[config.mk]
export PLATFORM = sky130hd
export DESIGN_NAME = multicycle_main_controller
export DESIGN_NICKNAME = d
export VERILOG_FILES = /design/src/rtl/main_ctrl_pkg.sv /design/src/rtl/multicycle_main_controller_alu_decoder.sv /design/src/rtl/multicycle_main_controller.sv
export SDC_FILE = /design/constraint.sdc
export NUM_CORES = 1
export LEC_CHECK = 0
export CAP_MARGIN = 5
export CORE_MARGIN = 2
export CORE_UTILIZATION = 39
export DETAILED_ROUTE_END_ITERATION = 10
export GPL_TIMING_DRIVEN = 0
export PLACE_DENSITY_LB_ADDON = 0.15
export SLEW_MARGIN = 30
export SYNTH_ARGS = -nofsm -noshare
export SYNTH_HDL_FRONTEND = slang
export SYNTH_SLANG_ARGS = --single-unit
[constraint.sdc]
create_clock -name clk -period 4.45 [get_ports clk]
set_clock_uncertainty 0.1 [all_clocks]
set_input_delay 0.445 -clock clk [delete_from_list [all_inputs] [get_ports clk]]
set_output_delay 0.445 -clock clk [all_outputs]
set_load 0.02 [all_outputs]
[src/rtl/main_ctrl_pkg.sv]
// Shared constants for the multicycle RV32 main controller: state codes,
// opcodes, and the select/ALU encodings driven onto the datapath.
package main_ctrl_pkg;

  typedef logic [3:0] state_t;

  localparam state_t S_FETCH    = 4'd0;
  localparam state_t S_DECODE   = 4'd1;
  localparam state_t S_MEMADR   = 4'd2;
  localparam state_t S_MEMREAD  = 4'd3;
  localparam state_t S_MEMWB    = 4'd4;
  localparam state_t S_MEMWRITE = 4'd5;
  localparam state_t S_EXECUTER = 4'd6;
  localparam state_t S_EXECUTEI = 4'd7;
  localparam state_t S_ALUWB    = 4'd8;
  localparam state_t S_BEQ      = 4'd9;
  localparam state_t S_JAL      = 4'd10;
  localparam state_t S_TRAP     = 4'd11;

  localparam logic [6:0] OP_LW    = 7'b0000011;
  localparam logic [6:0] OP_ITYPE = 7'b0010011;
  localparam logic [6:0] OP_SW    = 7'b0100011;
  localparam logic [6:0] OP_RTYPE = 7'b0110011;
  localparam logic [6:0] OP_BEQ   = 7'b1100011;
  localparam logic [6:0] OP_JAL   = 7'b1101111;

  localparam logic [1:0] IMM_I = 2'b00;
  localparam logic [1:0] IMM_S = 2'b01;
  localparam logic [1:0] IMM_B = 2'b10;
  localparam logic [1:0] IMM_J = 2'b11;

  localparam logic [1:0] SRCA_PC    = 2'b00;
  localparam logic [1:0] SRCA_OLDPC = 2'b01;
  localparam logic [1:0] SRCA_RD1   = 2'b10;

  localparam logic [1:0] SRCB_WD   = 2'b00;
  localparam logic [1:0] SRCB_IMM  = 2'b01;
  localparam logic [1:0] SRCB_FOUR = 2'b10;

  localparam logic [1:0] RES_ALUOUT    = 2'b00;
  localparam logic [1:0] RES_DATA      = 2'b01;
  localparam logic [1:0] RES_ALURESULT = 2'b10;

  localparam logic [2:0] ALU_ADD = 3'b000;
  localparam logic [2:0] ALU_SUB = 3'b001;
  localparam logic [2:0] ALU_AND = 3'b010;
  localparam logic [2:0] ALU_OR  = 3'b011;
  localparam logic [2:0] ALU_SLT = 3'b101;

  // ALUOp: what the FSM asks of the ALU decoder
  localparam logic [1:0] ALUOP_ADD   = 2'b00;
  localparam logic [1:0] ALUOP_SUB   = 2'b01;
  localparam logic [1:0] ALUOP_FUNCT = 2'b10;

  // Immediate format is a pure function of the opcode
  function automatic logic [1:0] imm_src_of(input logic [6:0] op);
    case (op)
      OP_SW:   return IMM_S;
      OP_BEQ:  return IMM_B;
      OP_JAL:  return IMM_J;
      default: return IMM_I;
    endcase
  endfunction

endpackage

[src/rtl/multicycle_main_controller_alu_decoder.sv]
// ALU decoder: maps ALUOp plus instruction fields to an ALU operation code.
module alu_decoder
  import main_ctrl_pkg::*;
(
  input  logic [1:0] alu_op,
  input  logic [2:0] funct3,
  input  logic       op5,
  input  logic       funct7b5,
  output logic [2:0] alu_control
);

  // Pick the ALU operation; sub only for R-type with funct7[5] set
  always_comb begin
    alu_control = ALU_ADD;
    case (alu_op)
      ALUOP_SUB: alu_control = ALU_SUB;
      ALUOP_FUNCT: begin
        case (funct3)
          3'b000:  alu_control = (op5 && funct7b5) ? ALU_SUB : ALU_ADD;
          3'b010:  alu_control = ALU_SLT;
          3'b110:  alu_control = ALU_OR;
          3'b111:  alu_control = ALU_AND;
          default: alu_control = ALU_ADD;
        endcase
      end
      default: alu_control = ALU_ADD;
    endcase
  end

endmodule

[src/rtl/multicycle_main_controller.sv]
// Main control FSM for the multicycle RV32 core. Outputs are decoded
// combinationally from the current state and instruction fields.
// Handshake: mem_ready high in a cycle means the memory completes the
// access presented that cycle; FETCH, MEMREAD and MEMWRITE hold until then.
// Optional: define MAIN_CTRL_ILLEGAL_TRAP_EN to send unknown opcodes to a
// sticky S_TRAP state and expose illegal_instr.
module multicycle_main_controller
  import main_ctrl_pkg::*;
#(
  parameter logic [3:0] RESET_STATE = S_FETCH
) (
  input  logic       clk,
  input  logic       reset,
  input  logic [6:0] op,
  input  logic [2:0] funct3,
  input  logic       funct7b5,
  input  logic       Zero,
  input  logic       mem_ready,
  output logic [1:0] ImmSrc,
  output logic [1:0] ALUSrcA,
  output logic [1:0] ALUSrcB,
  output logic [2:0] ALUControl,
  output logic [1:0] ResultSrc,
  output logic       AdrSrc,
  output logic       IRWrite,
  output logic       PCWrite,
  output logic       RegWrite,
  output logic       MemWrite,
  output logic       instr_retired,
  output logic [3:0] state_dbg
`ifdef MAIN_CTRL_ILLEGAL_TRAP_EN
  ,
  output logic       illegal_instr
`endif
);

  state_t     state_q, state_d;
  state_t     cur_state;
  logic [1:0] alu_op;
  logic       ir_we, pc_we, rf_we, mem_we, retire;

  // While reset is high the outputs look like FETCH; enables are masked below
  assign cur_state = reset ? S_FETCH : state_q;

  alu_decoder u_alu_decoder (
    .alu_op     (alu_op),
    .funct3     (funct3),
    .op5        (op[5]),
    .funct7b5   (funct7b5),
    .alu_control(ALUControl)
  );

  // Next-state and datapath control decode for the current state
  always_comb begin
    state_d   = S_FETCH;
    ALUSrcA   = SRCA_PC;
    ALUSrcB   = SRCB_WD;
    alu_op    = ALUOP_ADD;
    ResultSrc = RES_ALUOUT;
    AdrSrc    = 1'b0;
    ir_we     = 1'b0;
    pc_we     = 1'b0;
    rf_we     = 1'b0;
    mem_we    = 1'b0;
    retire    = 1'b0;
    case (cur_state)
      S_FETCH: begin
        ALUSrcB   = SRCB_FOUR;
        ResultSrc = RES_ALURESULT;
        ir_we     = mem_ready;
        pc_we     = mem_ready;
        state_d   = mem_ready ? S_DECODE : S_FETCH;
      end
      S_DECODE: begin
        // Branch target PC+imm is computed here and lands in ALUOut
        ALUSrcA = SRCA_OLDPC;
        ALUSrcB = SRCB_IMM;
        case (op)
          OP_LW, OP_SW: state_d = S_MEMADR;
          OP_RTYPE:     state_d = S_EXECUTER;
          OP_ITYPE:     state_d = S_EXECUTEI;
          OP_JAL:       state_d = S_JAL;
          OP_BEQ:       state_d = S_BEQ;
`ifdef MAIN_CTRL_ILLEGAL_TRAP_EN
          default:      state_d = S_TRAP;
`else
          default:      state_d = S_FETCH;
`endif
        endcase
      end
      S_MEMADR: begin
        ALUSrcA = SRCA_RD1;
        ALUSrcB = SRCB_IMM;
        state_d = (op == OP_SW) ? S_MEMWRITE : S_MEMREAD;
      end
      S_MEMREAD: begin
        AdrSrc  = 1'b1;
        state_d = mem_ready ? S_MEMWB : S_MEMREAD;
      end
      S_MEMWB: begin
        ResultSrc = RES_DATA;
        rf_we     = 1'b1;
        retire    = 1'b1;
      end
      S_MEMWRITE: begin
        AdrSrc  = 1'b1;
        mem_we  = 1'b1;
        retire  = mem_ready;
        state_d = mem_ready ? S_FETCH : S_MEMWRITE;
      end
      S_EXECUTER: begin
        ALUSrcA = SRCA_RD1;
        alu_op  = ALUOP_FUNCT;
        state_d = S_ALUWB;
      end
      S_EXECUTEI: begin
        ALUSrcA = SRCA_RD1;
        ALUSrcB = SRCB_IMM;
        alu_op  = ALUOP_FUNCT;
        state_d = S_ALUWB;
      end
      S_ALUWB: begin
        rf_we  = 1'b1;
        retire = 1'b1;
      end
      S_BEQ: begin
        ALUSrcA = SRCA_RD1;
        alu_op  = ALUOP_SUB;
        pc_we   = Zero;
        retire  = 1'b1;
      end
      S_JAL: begin
        // PC <= ALUOut (target from DECODE); ALUResult = OldPC+4 for rd
        ALUSrcA = SRCA_OLDPC;
        ALUSrcB = SRCB_FOUR;
        pc_we   = 1'b1;
        state_d = S_ALUWB;
      end
`ifdef MAIN_CTRL_ILLEGAL_TRAP_EN
      S_TRAP: begin
        state_d = S_TRAP;
      end
`endif
      default: begin
        state_d = S_FETCH;
      end
    endcase
  end

  assign ImmSrc        = imm_src_of(op);
  assign IRWrite       = ir_we  & ~reset;
  assign PCWrite       = pc_we  & ~reset;
  assign RegWrite      = rf_we  & ~reset;
  assign MemWrite      = mem_we & ~reset;
  assign instr_retired = retire & ~reset;
  assign state_dbg     = state_q;

`ifdef MAIN_CTRL_ILLEGAL_TRAP_EN
  assign illegal_instr = (state_q == S_TRAP);
`endif

  // State register with synchronous reset
  always_ff @(posedge clk) begin
    if (reset) begin
      state_q <= RESET_STATE;
    end else begin
      state_q <= state_d;
    end
  end

endmodule
==> metrics list, run 1 <==
- CP Data Required Time: a little under 4 ns
* IO buf count: 35
* Cell area after layout: 0.001002 mm^2
* Clock edge transition at the registers on the reported setup and hold paths: approximately 0.040 ns
- Avg Synthesized Cell Area: 6.347 um^2
- Antenna diode instance count: 0
* Type of origin of the critical path: input pin
* Layout area overhead: 64.48%
- Post-layout net count: 153
- Setup violations remaining at the end of the flow were counted as 0.
* Number of antenna-violating nets in the routed design: 0
- The slowest stage of the critical path is the clkdlybuf4s50_1 cell.
* Setup repair after global routing missed its margin: false
- The register with the most flip-flops in the layout has 4 of them.
- Power comes to 0.0001327 W.
* Ranking of synthesized cells by area: dfxtp_1, nand2_1, nor2_1, nor2b_1, nor3_1
- For this configuration, the core starts out at a cell density of 40.92%.
- After detailed routing, the number of vias per cell comes to between 5 and 6.
- TritonCTS built the clock tree.
- Nature of the critical path endpoint: primary output
* Final weighted congestion in routability-driven placement: between 0.8 and 0.9
* Wirelength per Cell: 12.17 um
* Setup TNS: 0 ns
* Number of filler cells placed in the layout: 151
- # H-tree levels: 1
* Maximum root-to-sink buffer count: 2
- Top cell type's share of synthesized area: 13.14%
- Multi-input logic area: 484.2 um^2
* Library cell occupying the most area in the post-synthesis netlist: dfxtp_1
- CTS Sinks: 4
- Traced cell by cell, the critical path runs through clkdlybuf4s50_1 > clkbuf_1 > nor3_1 > nand2_1 > ha_1 > nor3_1 > clkdlybuf4s50_1.
- Path class of the lowest-slack min-delay path: reg2reg
- Based on the critical path, the design can be clocked at up to 315.2 MHz.
* Pin count of the biggest net entering global routing: 11
- For this run the aggregate overflow at the end of global routing stands at 0.
- The worst path needs between 3 and 4 ns of the cycle, external delays included.
- The finished layout holds 150 standard cells, fillers aside.
- Area taken by flip-flops and latches: 80.08 um^2
- Starting DRT DRC Count: 25
- The first global-routing pass estimated 3160 um of wire.
- In the synthesized netlist, the number of instances is 96.
- I/O pin count: 36
- Post-cts repair resize count: 0
- Die outline width: 43.53 um
- First-pass detailed-route iteration total: 4
- Counting every net in the synthesized netlist gives 113.
- The number of antenna violations at the first check in global routing is 0.
- The post-route netlist has 5.970% of its cells at a drive strength greater than 1.
- Core footprint: roughly 0.0015 mm^2
* Static power due to leakage: 0.3993 nW
- Clk_lat worst skew: 0.25 ns
- Summed over all layers, the routed wires come to approximately 1800 um.
- For this run, the number of Yosys warnings is 0.
- Across every metal layer, demand over resource in global routing totals 21.59%.
* Number of max-cap violations: 0
- Final-report hold violation count: 0
* Power per unit of standard cell area: 132.4 mW/mm^2
- Pin slew with the least headroom to its limit: between 0.4 and 0.5 ns
* Pins Over Slew Limit: 0
- Start-to-end type of the worst setup path: in2out
- The via count of the first global-routing pass came to 780.
- Placed Instance Area: 979.7 um^2
* Area enclosed by the die boundary: 0.001894 mm^2
* Post-synth design cell area: 609.3 um^2
- VDD IR max: approximately 110 uV
* Relative slew slack: around 72%
- Cts-stage hold buffer count: 0
- Placement row count: 14
* Die height: about 44 um
* Worst reg2reg setup slack: 2.66 ns
- On the final layout, the worst hold slack is roughly 0.55 ns.
- The number of clock buffers added by TritonCTS is 3.
- Final critical-path share of the clock period: 71.30%
- Number of vias after detailed routing: 839
* Instance count after placement with tap cells included: 147
- Highest fanout seen on the critical path: 10
- The flow ran to the end, and the final reports show no timing, DRC or antenna violations.
- Part of the Yosys area used for sequential elements: 13.14%
- For the worst setup path, the data arrival time is 2.63 ns.
- Buffers added to address setup during post-CTS repair amount to 0.
* WP buf/inv: 3
* Cell class contributing the biggest share of worst-path delay: buffers and inverters
- On the worst path, the slowest cell contributes a delay of 0.63 ns.
- Count of unresolved DRC violations after routing: 0
* Detailed placement HPWL: 1448 um
- The root buffer cell chosen for the clock tree is clkbuf_4.
* Distinct cell type count of the synthesized netlist: 37
- In this run, synthesis produced a sequential element count of 4.
[cells in the mapped netlist]
master / count
a221oi_1: 1
a31o_2: 1
a21oi_1: 5
nor4_1: 4
mux2i_1: 1
mux2_2: 1
or4_4: 1
o21a_1: 1
nand3_1: 2
nor2_1: 13
a21o_1: 2
nor3_1: 6
nand2_1: 13
xor2_1: 1
and3_1: 3
a211o_1: 1
a22o_1: 1
a22oi_1: 1
dfxtp_1: 4
buf_4: 1
nand4_1: 1
nor2b_1: 5
nand2b_1: 4
or4b_2: 1
nand3b_1: 1
o41ai_1: 1
clkbuf_1: 5
inv_1: 5
nor4b_1: 1
or3b_1: 1
a21boi_0: 1
a31oi_1: 1
o22ai_1: 1
ha_1: 2
o21ai_0: 1
a211oi_1: 1
or4_1: 1
[cells by family (layout without fill, tap and decap cells)]
group / count (synthesis) / after routing / share of synthesized area [%]
adders and majority gates: 2 / 2 / 4.106
buffers and inverters: 11 / 49 / 7.393
and+or+nand+nor: 57 / 57 / 48.87
muxes: 2 / 2 / 3.491
AOI/OAI and AO/OA: 19 / 19 / 21.56
xor gates and xnor gates: 1 / 1 / 1.438
DFF: 4 / 4 / 13.14
[final timing paths]
kind,from,end,depth (start not counted)
min,state_dbg[3],state_dbg[0],3
max reg2reg,state_dbg[0],state_dbg[0],5
min reg2reg,state_dbg[3],state_dbg[0],3
max,reset,ALUControl[1],7
[cell type report]
type                            instances  area share, %
Buffer                                  6          2.622
Clock buffer                            3          2.247
Inverter                                5          1.873
Multi-Input combinational cell         81          48.31
Sequential cell                         4          7.990
Tap cell                               16          1.998
Timing Repair Buffer                   35          34.96
[tightest hold or removal path, stage by stage (launching register included)]
cell and delay, ns:
dfxtp_1 0.39, nor2_1 0.08, o21ai_0 0.07, nor2_1 0.05
[power by group]
group          switching (W)  total [W]  internal [W]
sequential       0.000000495  0.0000372     0.0000367
clock              0.0000173  0.0000476     0.0000303
combinational      0.0000227  0.0000479     0.0000252
[per-layer routing]
| layer | GRT usage (%) | share of wire (%) | vias up |
|---|---|---|---|
| met1 | 25.69 | 42 | 371 |
| met5 | 0 | 0 | - |
| li1 | - | - | 431 |
| met4 | 7.273 | 0.71 | 0 |
| met2 | 38.21 | 50 | 35 |
| met3 | 4.583 | 7.2 | 2 |
[cells in the final DEF, fill, tap and decap left out, types with 2 or more instances in the layout]
cell and count:
ha_1 2, inv_1 5, a21oi_1 5, nand2_1 13
nor4_1 4, dfxtp_1 4, nor2_1 13, a21o_1 2
nand3_1 2, nor3_1 6, nor2b_1 5, clkbuf_1 5
nand2b_1 4, clkdlybuf4s50_1 35, clkbuf_4 3, and3_1 3
[stage by stage]
stage | setup slack [ns] | utilization, %
final | 1.277 | 67.31
after global routing | 1.082 | 67.31
after CTS | 1.258 | 67.31
after detailed placement | 1.277 | 65.80
after global placement | 1.279 | 65.80
after floorplan | 1.992 | -
No activity file was read; power rests on OpenSTA's default activity.
==> inputs of run 2 (changes only) <==
--- a/config.mk
+++ b/config.mk
@@ -7,7 +7,7 @@
 export LEC_CHECK = 0
 export CAP_MARGIN = 5
 export CORE_MARGIN = 2
-export CORE_UTILIZATION = 39
+export CORE_UTILIZATION = 33
 export DETAILED_ROUTE_END_ITERATION = 10
 export GPL_TIMING_DRIVEN = 0
 export PLACE_DENSITY_LB_ADDON = 0.15
==> constraint.sdc (replaced) <==
create_clock -name clk -period 2.7 [get_ports clk]
set_clock_uncertainty 0.1 [all_clocks]
set_input_delay 0.27 -clock clk [delete_from_list [all_inputs] [get_ports clk]]
set_output_delay 0.27 -clock clk [all_outputs]
set_load 0.02 [all_outputs]
==> metrics list, run 2 (synthesized netlist as in run 1, its figures left out) <==
* Max reg flops: 4 (unchanged)
- Start-to-end type of the worst setup path: in2out
* Total wirelength of the detailed-routed design: 1795 um (-1.6%)
- In this run the most critical hold path is launched from state_dbg[3].
- Clock network power share: 34.8% (-1.1 points)
- Power per unit of standard cell area: 211.7 mW/mm^2 (+60%)
* Run status: complete, no violations
- Dividing the final minimum period by the clock period gives 93.46%.
* First element of the critical path: reset
- The actual slew at the worst max-slew pin is 0.4039 ns (-0.01208 ns).
* TritonCTS clock tree: yes
- The instance count after placement with tap cells included was 156 (+6.1%).
- Layout area overhead: 66.32%
- The count of placed standard cells in the final layout, fillers left out came to 158 (+5.3%).
- Highest-count cells in the layout ignoring fill and taps: clkdlybuf4s50_1, nand2_1, nor2_1
- The floorplan die width came to 46.97 um (+7.9%).
- Wirelength per Cell: 11.36 um (-6.6%)
- Maximum root-to-sink buffer count: 2 (unchanged)
- GRT Overall Usage: 18.95% (-2.6 points)
- Die height: 46.97 um (+7.9%)
* Met3 Track Usage GR: 7.692% (+3.1 points)
* Starting density of the core: 35.29% (-5.6 points)
* Final-report hold violation count: 0 (unchanged)
* Share of final-layout standard cells stronger than drive strength 1: 9.023% (+3.1 points)
* Internal power summed over all cells: 0.0001519 W (+65%)
* Core footprint: 0.001727 mm^2 (+16%)
* # H-tree levels: 1 (unchanged)
- The min-delay analysis places its worst path in the category reg2reg.
* Switch Pwr: 0.00006270 W (+55%)
- The worst setup path is launched from an input pin.
- The via density per instance came to 5.266 (-5.9%).
* IO buf count: 35 (unchanged)
* Relative slew slack: 73.08% (+0.81 points)
- Arrival @ worst endpoint: 2.15 ns (-0.48 ns)
* Highest fanout seen on the critical path: 10 (unchanged)
* Static power due to leakage: 0.4418 nW (+11%)
* Most common library cell in the layout ignoring fill and taps: clkdlybuf4s50_1
- The worst endpoint required time was 2.33 ns (-1.57 ns).
- The clock transition at the registers of the reported paths was 0.04 ns (about the same).
* Pins Over Slew Limit: 0 (unchanged)
- Vias in the first global route: 751 (-3.7%)
* VDD IR max: 242.9 uV (+120%)
- The summed negative setup slack over all endpoints came to 0 ns (unchanged).
* Switching Fraction: 29.22% (-1.3 points)
* Final weighted congestion in routability-driven placement: 0.8179 (-0.33%)
- The startpoint identified for the worst register-to-register timing path is state_dbg[0].
* Wire length of the first global-routing pass: 2987 um (-5.5%)
- Nature of the critical path endpoint: primary output
- Total global routing overflow: 0 (unchanged)
* Power share of the combinational group: 36.6% (+0.5 points)
- Number of antenna-violating nets in the routed design: 0 (unchanged)
* Post-layout net count: 152 (-0.65%)
- Count of unresolved DRC violations after routing: 0 (unchanged)
* Sequential group share of total power: 28.6% (+0.6 points)
- Peak-usage layer in the global routing report: met2
- The routed design could run at a clock period as short as 2.523 ns.
- Initial antenna violation count: 0 (unchanged)
- Global routing met2 resource utilization: 34.79% (-3.4 points)
- Setup repair after global routing missed its margin: false
- CTS Sinks: 4 (unchanged)
- Area enclosed by the die boundary: 0.002206 mm^2 (+16%)
- The number of design-rule violations left by the first detailed-router iteration is 16 (-36%).
* I/O pin count: 36 (unchanged)
- The detailed-route via count is 832 (-0.83%).
- Detailed placement HPWL: 1400 um (-3.3%)
- The tree is rooted in a clkbuf_4.
* Pin count of the biggest net entering global routing: 14 (+3)
- The max-capacitance violation count is 0 (unchanged).
- Timing would allow up to 396.3 MHz.
* First-pass detailed-route iteration total: 4 (unchanged)
- Routing usage on met1: 19.22% (-6.5 points)
- Antenna diode instance count: 0 (unchanged)
* CTS buffer count: 3 (unchanged)
- The post-CTS setup buffer count was 0 (unchanged).
- Clk_lat worst skew: 0.24 ns (about the same)
- The cell row count is 15 (+1).
- Final Setup Violations: 0 (unchanged)
run 2: changes by cell type in the layout (fill, tap and decap cells not counted), sizes merged:
cell | before | now
clkbuf | 8 | 7
dlymetal6s2s | 0 | 1
clkdlybuf4s50 | 35 | 31
dlygate4sd2 | 0 | 3
run 2: power groups by stage:
stage / sequential [W] / clock [W] / combinational, W
final: 0.0000613 / 0.0000748 / 0.0000785
after floorplan: 0.0000634 / 0 / 0.0000350
after detailed placement: 0.0000621 / 0 / 0.0000786
after CTS: 0.0000613 / 0.0000791 / 0.0000790
after global placement: 0.0000621 / 0 / 0.0000779
after global routing: 0.0000613 / 0.0000851 / 0.0000854
run 2: stage by stage:
step           hold slack [ns]  util [%]  total power, W  cell area [um^2]  setup slack, ns
6_report                0.5393     58.70       0.0002146              1013           0.1765
5_1_grt                 0.6008     58.70       0.0002318              1013          0.02181
4_1_cts                 0.5377     58.41       0.0002194              1008          0.02229
3_5_place_dp            0.5368     57.39       0.0001408             991.0          -0.1590
3_3_place_gp            0.5276     57.39       0.0001400             991.0          -0.1442
2_1_floorplan           0.3257         -      0.00009840             609.3           0.4167
run 2: cell type report:
cell class              count  area, um^2
well taps                  25       31.28
clock buffers               3       22.52
multi-input cells          81       484.2
fillers                   180       713.2
flip-flops and latches      4       81.33
repair buffers             35       349.1
plain buffers               5       26.28
inverters                   5       18.77
run 2: metal layers:
metal	vias up	routed length [um]
met3	2	145
met4	0	14
met5	-	0
met2	34	860
met1	367	773
li1	429	-
run 2: critical path: stages:
cell and delay (ns):
clkdlybuf4s50_1 0.48, clkbuf_2 0.22, nor3_1 0.22, nand2_1 0.10, ha_1 0.31, nor3_1 0.18
dlygate4sd2_1 0.36
run 2: path summary, 6_finish.rpt:
check / end / slack [ns] / cells after the start
worst max register to register: state_dbg[0] / 0.89 / 5
worst min register to register: state_dbg[0] / 0.54 / 3
worst max-delay path: ALUControl[1] / 0.18 / 7
worst min-delay path: state_dbg[0] / 0.54 / 3
run 2: what timing repair did:
action	in CTS	in global routing
hold buffers	0	0
gates resized for setup	5	5
setup endpoints to repair	4	2
==> inputs of run 3 (changes only) <==
--- a/config.mk
+++ b/config.mk
@@ -7,7 +7,7 @@
 export LEC_CHECK = 0
 export CAP_MARGIN = 5
 export CORE_MARGIN = 2
-export CORE_UTILIZATION = 33
+export CORE_UTILIZATION = 31
 export DETAILED_ROUTE_END_ITERATION = 10
 export GPL_TIMING_DRIVEN = 0
 export PLACE_DENSITY_LB_ADDON = 0.15
==> metrics list, run 3 (synthesized netlist as in run 1, its figures left out) <==
- Pin count of the biggest net entering global routing: 14 (unchanged)
- The average routed wire per standard cell came to 10.99 um (-3.2%).
- Relative to the synthesized area, the layout overhead comes to 67.15%.
- Cell area after layout: 0.001018 mm^2 (+0.49%)
- The clock transition at the registers of the reported paths is 0.04 ns (about the same).
- The flow ran to the end, and the final reports show no timing, DRC or antenna violations.
- Placed Instance Area: 993.5 um^2 (+0.25%)
- The floorplan die width was 48.34 um (+2.9%).
- The signal arrival time at the worst endpoint was 2.14 ns (about the same).
- Type of origin of the critical path: input pin
- The share of the core filled with cells is 53.55% (-5.1 points).
* Final cell count without fillers: 160 (+1.3%)
- The number of design-rule violations left by the first detailed-router iteration was 9 (-7).
- Clk_lat worst skew: 0.23 ns (about the same)
- Final-report hold violation count: 0 (unchanged)
- The number of max-slew violations in the final report was 0 (unchanged).
- Count of unresolved DRC violations after routing: 0 (unchanged)
* GRT Overall Usage: 15.46% (-3.5 points)
* Static power due to leakage: 0.4415 nW (about the same)
- The power share of the clock group came to 34.4% (-0.4 points).
- The via count of the first global-routing pass was 772 (+2.8%).
- Nature of the critical path endpoint: primary output
- The number of antenna violations at the first check in global routing came to 0 (unchanged).
- The via density per instance is 5.113 (-2.9%).
- Maximum root-to-sink buffer count: 2 (unchanged)
* Hold path startpoint: state_dbg[3]
- The actual slew at the worst max-slew pin was 0.4077 ns (+0.003856 ns).
* Max reg flops: 4 (unchanged)
- Total wirelength of the detailed-routed design: 1759 um (-2.0%)
- The net count reported at finish is 152 (unchanged).
- Relative slew slack: 72.82% (-0.26 points)
- Core footprint: 0.001902 mm^2 (+10%)
* Path class of the lowest-slack min-delay path: reg2reg
- The cell row count was 16 (+1).
- CP Data Required Time: 2.33 ns (about the same)
* Switching Fraction: 28.85% (-0.36 points)
- First element of the critical path: op[3]
- Antenna diode instance count: 0 (unchanged)
* Most common library cell in the layout ignoring fill and taps: clkdlybuf4s50_1
- Cts-stage hold buffer count: 0 (unchanged)
- The count of endpoints failing setup in the final report is 0 (unchanged).
- The number of buffers created by CTS came to 3 (unchanged).
- The register cell area after layout is 81.33 um^2 (unchanged).
* Switch Pwr: 0.00006158 W (-1.8%)
* Share of final-layout standard cells stronger than drive strength 1: 9.774% (+0.75 points)
- Starting density of the core: 32.04% (-3.3 points)
- The number of fill cells in the layout came to 189 (+5.0%).
* Highest fanout seen on the critical path: 4 (-6)
- Post-place setup slack: -0.1605 ns (-0.001489 ns)
* Power per unit of standard cell area: 209.5 mW/mm^2 (-1.0%)
- The slowest stage of the critical path belongs to the cell or4_4.
- Number of max-cap violations: 0 (unchanged)
- Total global routing overflow: 0 (unchanged)
- The vertical die dimension is 48.34 um (+2.9%).
- The combinational fraction of design power was 36.9% (+0.3 points).
- The final period demand of the worst path is 2.510 ns (-0.01312 ns).
* Internal power summed over all cells: 0.0001518 W (about the same)
* Final critical-path setup slack: 0.1897 ns (+0.01312 ns)
- The detailed-route via count is 818 (-1.7%).
- The post-CTS setup buffer count was 0 (unchanged).
- Highest-count cells in the layout ignoring fill and taps: clkdlybuf4s50_1, nand2_1, nor2_1
- Worst stage delay on the critical path: 0.57 ns (+0.09 ns)
- # H-tree levels: 1 (unchanged)
* Setup repair after global routing missed its margin: false
- The part of the total power dissipated in sequential elements is 28.7% (about the same).
- Start-to-end type of the worst setup path: in2out
- Traced cell by cell, the critical path runs through clkdlybuf4s50_1 > or4_4 > or3b_1 > nand2_1 > dlygate4sd2_1.
- Final critical-path share of the clock period: 92.98% (-0.49 points)
- Instance count after placement with tap cells included: 158 (+1.3%)
- The tree is rooted in a clkbuf_4.
- The area of the die was 0.002336 mm^2 (+5.9%).
- The last weighted congestion value of the routability-driven placer is 0.8300 (+1.5%).
- Maximum clock frequency: 398.4 MHz (+0.52%)
* TritonCTS clock tree: yes
* First-pass detailed-route iteration total: 4 (unchanged)
* I/O pin count: 36 (unchanged)
* Detailed placement HPWL: 1406 um (+0.46%)
- The maximum vdd ir drop came to 225.8 uV (-7.1%).
* Cell class contributing the biggest share of worst-path delay: simple AND/OR/NAND/NOR gates
* Wire length of the first global-routing pass: 3022 um (+1.2%)
- Setup TNS: 0 ns (unchanged)
- Number of antenna-violating nets in the routed design: 0 (unchanged)
- The number of buffers and inverters on the critical path is 2 (-1).
* Launching point of the worst reg2reg path: state_dbg[0]
- Multi-input logic area: 486.7 um^2 (+0.52%)
* CTS Sinks: 4 (unchanged)
- IO buf count: 35 (unchanged)
run 3: cell types whose count changed in the layout (fill, tap and decap cells not counted), sizes merged:
cell,delta
clkbuf,-1
buf,+1
run 3: cell type report:
class | count | area share [%]
timing repair buffer | 35 | 34.28
clock buffer | 3 | 2.211
multi-input combinational | 81 | 47.79
sequential | 4 | 7.985
buffer | 5 | 2.580
inverter | 5 | 1.843
tap | 27 | 3.317
run 3: routing by layer:
layer  GRT usage, %  share of wire [%]  vias to the layer above
met3          4.012                7.2                        0
met1          17.52                 45                      361
met4          1.429                  0                        0
li1               -                  -                      423
met5              0                  0                        -
met2          29.86                 47                       34
run 3: worst paths after layout:
kind             endpoint  slack (ns)  depth (start not counted)
min          state_dbg[0]        0.56                          3
max reg2reg  state_dbg[0]        0.91                          5
min reg2reg  state_dbg[0]        0.56                          3
max             ImmSrc[0]        0.19                          5
run 3: repair_timing:
item,in CTS,in global routing
endpoints found under the hold margin,0,0
setup endpoints to repair,4,3
resized for setup,5,7
run 3: power by group through the flow:
stage / logic [W] / registers, W / clock network [W]
after floorplan: 0.0000350 / 0.0000634 / 0
after global placement: 0.0000780 / 0.0000621 / 0
after detailed placement: 0.0000786 / 0.0000621 / 0
after CTS: 0.0000788 / 0.0000613 / 0.0000770
after global routing: 0.0000851 / 0.0000613 / 0.0000861
final: 0.0000788 / 0.0000613 / 0.0000733
run 3: through the flow:
step / hold WS (ns) / power (W)
after floorplan: 0.3257 / 0.00009840
after global placement: 0.5250 / 0.0001401
after global routing: 0.6144 / 0.0002326
final: 0.5595 / 0.0002134
after detailed placement: 0.5295 / 0.0001407
after CTS: 0.5399 / 0.0002171
run 3: worst reg2reg max path, stage by stage, from the launching register on:
cell and delay [ns]:
dfxtp_1 0.31, buf_4 0.16, or4b_2 0.61, nor4_1 0.30, a221oi_1 0.13, nor2_1 0.10
